## config.mk

```make
export PLATFORM = sky130hd
export DESIGN_NAME = fifo_rd_stream
export DESIGN_NICKNAME = d
export VERILOG_FILES = /design/src/rtl/fifo_rd_stream.sv
export SDC_FILE = /design/constraint.sdc
export NUM_CORES = 1
export LEC_CHECK = 0
export BUFFER_PORTS_ARGS = -buffer_cell sky130_fd_sc_hd__buf_2
export CAP_MARGIN = 20
export CORE_MARGIN = 4
export CORE_UTILIZATION = 55
export CTS_BUF_LIST = sky130_fd_sc_hd__clkbuf_2 sky130_fd_sc_hd__clkbuf_4 sky130_fd_sc_hd__clkbuf_8
export DETAILED_ROUTE_END_ITERATION = 8
export PLACE_DENSITY = 0.8
export REMOVE_ABC_BUFFERS = 1
export SYNTH_ARGS = -nofsm -noshare
export SYNTH_HDL_FRONTEND = slang
export SYNTH_SLANG_ARGS = --single-unit
```

## constraint.sdc

```tcl
create_clock -name i_RD_clk -period 6.2 [get_ports i_RD_clk]
set_input_delay 1.24 -clock i_RD_clk [delete_from_list [all_inputs] [get_ports i_RD_clk]]
set_output_delay 1.24 -clock i_RD_clk [all_outputs]
set_load 0.02 [all_outputs]
```

## src/rtl/fifo_rd_stream.sv

```systemverilog
// fifo_rd_stream
//   Read-side consumer of the asynchronous FIFO, living entirely in the read
//   clock domain. Words are popped through the FIFO read-enable/empty
//   interface into a 2-entry output buffer and presented downstream as a
//   valid/ready stream. The stream is framed into fixed PKT_LEN-word packets
//   with a last flag. Dropping i_Enable stops fetching at the next packet
//   boundary.
//
// Ports
//   i_RD_clk      read-domain clock
//   i_RD_rst      synchronous, active-high reset
//   i_Enable      1 = fetch and stream, 0 = stop at next packet boundary
//   i_FIFO_Empty  FIFO empty flag (already in the read domain)
//   i_FIFO_Data   FIFO head word, valid while i_FIFO_Empty = 0
//   o_FIFO_RD_En  pop strobe; the FIFO advances at the clock edge
//   o_Valid       output word valid
//   o_Data        output word
//   o_Last        o_Data is the final word of a packet
//   i_Ready       downstream accepts the word when o_Valid && i_Ready
//   o_Busy        FSM not idle or buffer not empty
//   o_Pkt_Count   completed packets, wraps modulo 2^CNT_W
module fifo_rd_stream #(
  parameter int WIDTH   = 8,
  parameter int PKT_LEN = 4,
  parameter int CNT_W   = 16
) (
  input  logic             i_RD_clk,
  input  logic             i_RD_rst,
  input  logic             i_Enable,
  input  logic             i_FIFO_Empty,
  input  logic [WIDTH-1:0] i_FIFO_Data,
  output logic             o_FIFO_RD_En,
  output logic             o_Valid,
  output logic [WIDTH-1:0] o_Data,
  output logic             o_Last,
  input  logic             i_Ready,
  output logic             o_Busy,
  output logic [CNT_W-1:0] o_Pkt_Count
);

  localparam int IDX_W = (PKT_LEN > 1) ? $clog2(PKT_LEN) : 1;
  localparam logic [IDX_W-1:0] IDX_LAST = IDX_W'(PKT_LEN - 1);

  typedef enum logic [1:0] {S_IDLE, S_RUN, S_FINISH} state_t;

  state_t           state, state_nxt;
  logic [1:0]       occ, occ_nxt;
  logic [IDX_W-1:0] idx, idx_nxt;
  logic [CNT_W-1:0] pkt_cnt;

  // Buffer entries: head drives the outputs, tail holds the second word.
  logic [WIDTH-1:0] head_data_p0, tail_data_p0;
  logic             head_last_p0, tail_last_p0;
  logic             vld_p0;

  logic fetch, fire, pop, pop_last;

  assign vld_p0   = (occ != 2'd0);
  assign fetch    = (state == S_RUN) || (state == S_FINISH);
  assign fire     = vld_p0 && i_Ready;
  // A full buffer can still accept a word when the head leaves this cycle.
  // Pops are suppressed during reset so no FIFO word is lost to the flush.
  assign pop      = fetch && !i_FIFO_Empty && ((occ != 2'd2) || fire) && !i_RD_rst;
  assign pop_last = (idx == IDX_LAST);

  assign o_FIFO_RD_En = pop;
  assign o_Valid      = vld_p0;
  assign o_Data       = vld_p0 ? head_data_p0 : '0;
  assign o_Last       = vld_p0 && head_last_p0;
  assign o_Busy       = (state != S_IDLE) || vld_p0;
  assign o_Pkt_Count  = pkt_cnt;

  always_comb begin
    idx_nxt = idx;
    if (pop) idx_nxt = pop_last ? '0 : idx + IDX_W'(1);
  end

  always_comb begin
    occ_nxt = occ;
    case ({pop, fire})
      2'b10:   occ_nxt = occ + 2'd1;
      2'b01:   occ_nxt = occ - 2'd1;
      default: occ_nxt = occ;
    endcase
  end

  // The stop decision looks at the index after this cycle's pop, so a pop
  // of the final word together with a disable ends cleanly in IDLE.
  always_comb begin
    state_nxt = state;
    case (state)
      S_IDLE:   if (i_Enable) state_nxt = S_RUN;
      S_RUN:    if (!i_Enable) state_nxt = (idx_nxt == '0) ? S_IDLE : S_FINISH;
      S_FINISH: if (pop && pop_last) state_nxt = S_IDLE;
      default:  state_nxt = S_IDLE;
    endcase
  end

  always_ff @(posedge i_RD_clk) begin
    if (i_RD_rst) begin
      state   <= S_IDLE;
      occ     <= 2'd0;
      idx     <= '0;
      pkt_cnt <= '0;
    end else begin
      state <= state_nxt;
      occ   <= occ_nxt;
      idx   <= idx_nxt;
      if (fire && o_Last) pkt_cnt <= pkt_cnt + CNT_W'(1);
    end
  end

  // ---- stage p0: buffer contents (cleared logically through occ) ----
  always_ff @(posedge i_RD_clk) begin
    case ({pop, fire})
      2'b10: begin
        if (occ == 2'd0) begin
          head_data_p0 <= i_FIFO_Data;
          head_last_p0 <= pop_last;
        end else begin
          tail_data_p0 <= i_FIFO_Data;
          tail_last_p0 <= pop_last;
        end
      end
      2'b01: begin
        head_data_p0 <= tail_data_p0;
        head_last_p0 <= tail_last_p0;
      end
      2'b11: begin
        if (occ == 2'd1) begin
          head_data_p0 <= i_FIFO_Data;
          head_last_p0 <= pop_last;
        end else begin
          head_data_p0 <= tail_data_p0;
          head_last_p0 <= tail_last_p0;
          tail_data_p0 <= i_FIFO_Data;
          tail_last_p0 <= pop_last;
        end
      end
      default: ;
    endcase
  end

endmodule

```

==> impl_metrics.json <==
{
  "status": "completed",
  "rsz0062_at_grt": "false",
  "nets": 253,
  "io_pins": 41,
  "routed_wl_um": 3490,
  "period_needed_ns": 3.64,
  "post_dp_cell_area_um2": 2200,
  "final_cell_area_um2": 2290,
  "fillers": 298,
  "cts_tree": "done",
  "num_rows": 21,
  "yosys_warnings": 0,
  "peakVddDrop_mv": 0.244,
  "drc": 0,
  "synth_top_area_share_pct": 27.3,
  "cp_max_fo": 29,
  "yosys_register_bits": 40,
  "slew_headroom_pct": 46.5,
  "cts_hold_buf": 0,
  "syn_area_um2": 1980,
  "cp.arrival_ns": 2.40,
  "clock_path_buffers": 2,
  "drt_iter0_markers": 48,
  "power_density_nw_per_um2": 360,
  "cts_max_level": 2,
  "cp-startpoint": "i_RD_rst",
  "tightest_slew_ns": 0.803,
  "die_y_um": 68.0,
  "yosys.area.top_type": "edfxtp_1",
  "async_reset_ff_share_pct": 0,
  "place_hpwl_um": 2640,
  "layout_commonest_cell": "buf_2",
  "drive_above_1_share_pct": 24.9,
  "ys.flop_type": "dfxtp_1",
  "r2r-start": "occ[0]",
  "grt_overflow": 0,
  "hp-start": "state[0]",
  "cts_resized": 0,
  "via_per_inst": 5.31,
  "antenna_found_initial": 0,
  "vias": 1460,
  "avgSynthCellArea_um2": 10.6,
  "place_congestion": 0.706,
  "cts.sinks": 40,
  "cpPeakStageDelay_ns": 0.63,
  "met1_usage_pct": 21.0,
  "clk_latency_ns": 0.35,
  "startpoint_type": "input port",
  "drv_cap": 0,
  "port_buffers": 40,
  "firstDrtPassIters": 4,
  "area.growth.synth_to_final_pct": 15.6,
  "hold_path.class": "reg -> reg",
  "grt_pass1_vias": 1355,
  "grt_max_degree": 30,
  "synth_edf_count": 18,
  "cp_common_cell": "buf_2",
  "crit_type": "in -> out",
  "gr-max-usage-layer": "met2",
  "synthDistinctLibCells": 36,
  "fin_tns_setup_ns": 0,
  "layout_common_cells": "buf_2 (41), dfxtp_1 (22), nor2_1 (20)",
  "die_w_um": 68.0,
  "post_cts_buffers": 0,
  "crit_path_cell_trace": "buf_2, a2111oi_4, buf_2",
  "grtUsageTotal_pct": 17.0,
  "cts_made_buffers": 5,
  "grt_pass1_wl_um": 5920,
  "dieArea_um2": 4630,
  "start_util_pct": 58.1,
  "insertedDiodeCount": 0,
  "stdcell_count": 275,
  "cp.required_ns": 4.96,
  "finalHoldViolCount": 0,
  "total_power_uw": 826,
  "use_met2_pct": 28.8,
  "fmax_mhz": 275,
  "synth_area_leaders": "edfxtp_1 (27%), dfxtp_1 (22%), ha_1 (7.6%)",
  "cellLeakagePower_nw": 0.981,
  "place_inst": 266,
  "cts-root-buf": "clkbuf_4",
  "end_kind": "output pin",
  "finalSetupViolCount": 0,
  "post_drt_wl_per_cell_um": 12.7,
  "drtAntennaViolNets": 0,
  "slowest_stage": "a2111oi_4",
  "synth_cells": 187,
  "finalCritPeriodShare_pct": 58.7,
  "core-area_um2": 3420,
  "ys_seq_area_share_pct": 49.5,
  "fin_skew_ns": 0.0137,
  "clkTransAtPathRegs_ns": 0.14,
  "met3_usage_pct": 4.43,
  "report.final.slew_viol_count": 0
}
-- power breakdown --
group          switching [mW]  internal (mW)
Combinational           0.194          0.114
Clock                  0.0907         0.0861
Sequential             0.0161          0.325
Total                   0.301          0.525
-- path summary, 6_finish.rpt --
check | endpoint | slack [ns] | cells after the start
worst max-delay path | o_FIFO_RD_En | 2.56 | 3
worst min-delay path | state[0] | 0.52 | 2
worst max register to register | tail_data_p0[2] | 3.13 | 7
worst min register to register | state[0] | 0.52 | 2
-- flip-flops by register name (all words and copies together), names as in the netlist --
register      flops
head_last_p0      1
occ               2
idx               2
o_Pkt_Count      16
head_data_p0      8
tail_last_p0      1
tail_data_p0      8
state             2
-- metrics by stage --
step                hold slack, ns  worst slack [ns]  utilization (%)
finish                       0.519              2.56             67.1
global route                 0.555              2.44             67.1
CTS                          0.514              2.54             67.0
detailed placement           0.499              2.54             64.5
global placement             0.486              2.56             64.5
floorplan                    0.465              2.90                -
-- synth_stat cells (all sizes together) (7+ instances only) --
cell type,count
nor2b,12
dfxtp,22
ha,12
nor2,20
a22o,9
edfxtp,18
inv,10
nand2,11
nand3,7
xor2,8
-- layout make-up --
| class | instances | area [um^2] | share of cell area (%) |
|---|---|---|---|
| flip-flops and latches | 40 | 981 | 42.8 |
| multi-input cells | 130 | 928 | 40.5 |
| repair buffers | 41 | 205 | 8.95 |
| clock buffers | 5 | 37.5 | 1.64 |
| clock inverters | 3 | 46.3 | 2.02 |
| well taps | 46 | 57.6 | 2.51 |
| inverters | 10 | 37.5 | 1.64 |
-- metal layers --
| layer | routed length [um] | vias to the layer above |
|---|---|---|
| met4 | 39 | 0 |
| met2 | 1660 | 38 |
| met1 | 1580 | 675 |
| li1 | - | 742 |
| met5 | 0 | - |
| met3 | 207 | 5 |
-- cells by family after synthesis --
kind of cell    count (synthesis)  synth area share [%]
fa+ha+maj                      12                  7.57
buf+inv                        17                  3.72
mux                             7                  3.97
flops                          40                  49.5
compound gates                 26                  10.4
simple gates                   73                  19.6
xor+xnor                       12                  5.30
-- critical path: cells and delay by family --
kind | cells | cell delay [ns]
buffers and inverters | 2 | 0.53
AOI/OAI and AO/OA | 1 | 0.63
(Power assumes the default switching activity.)
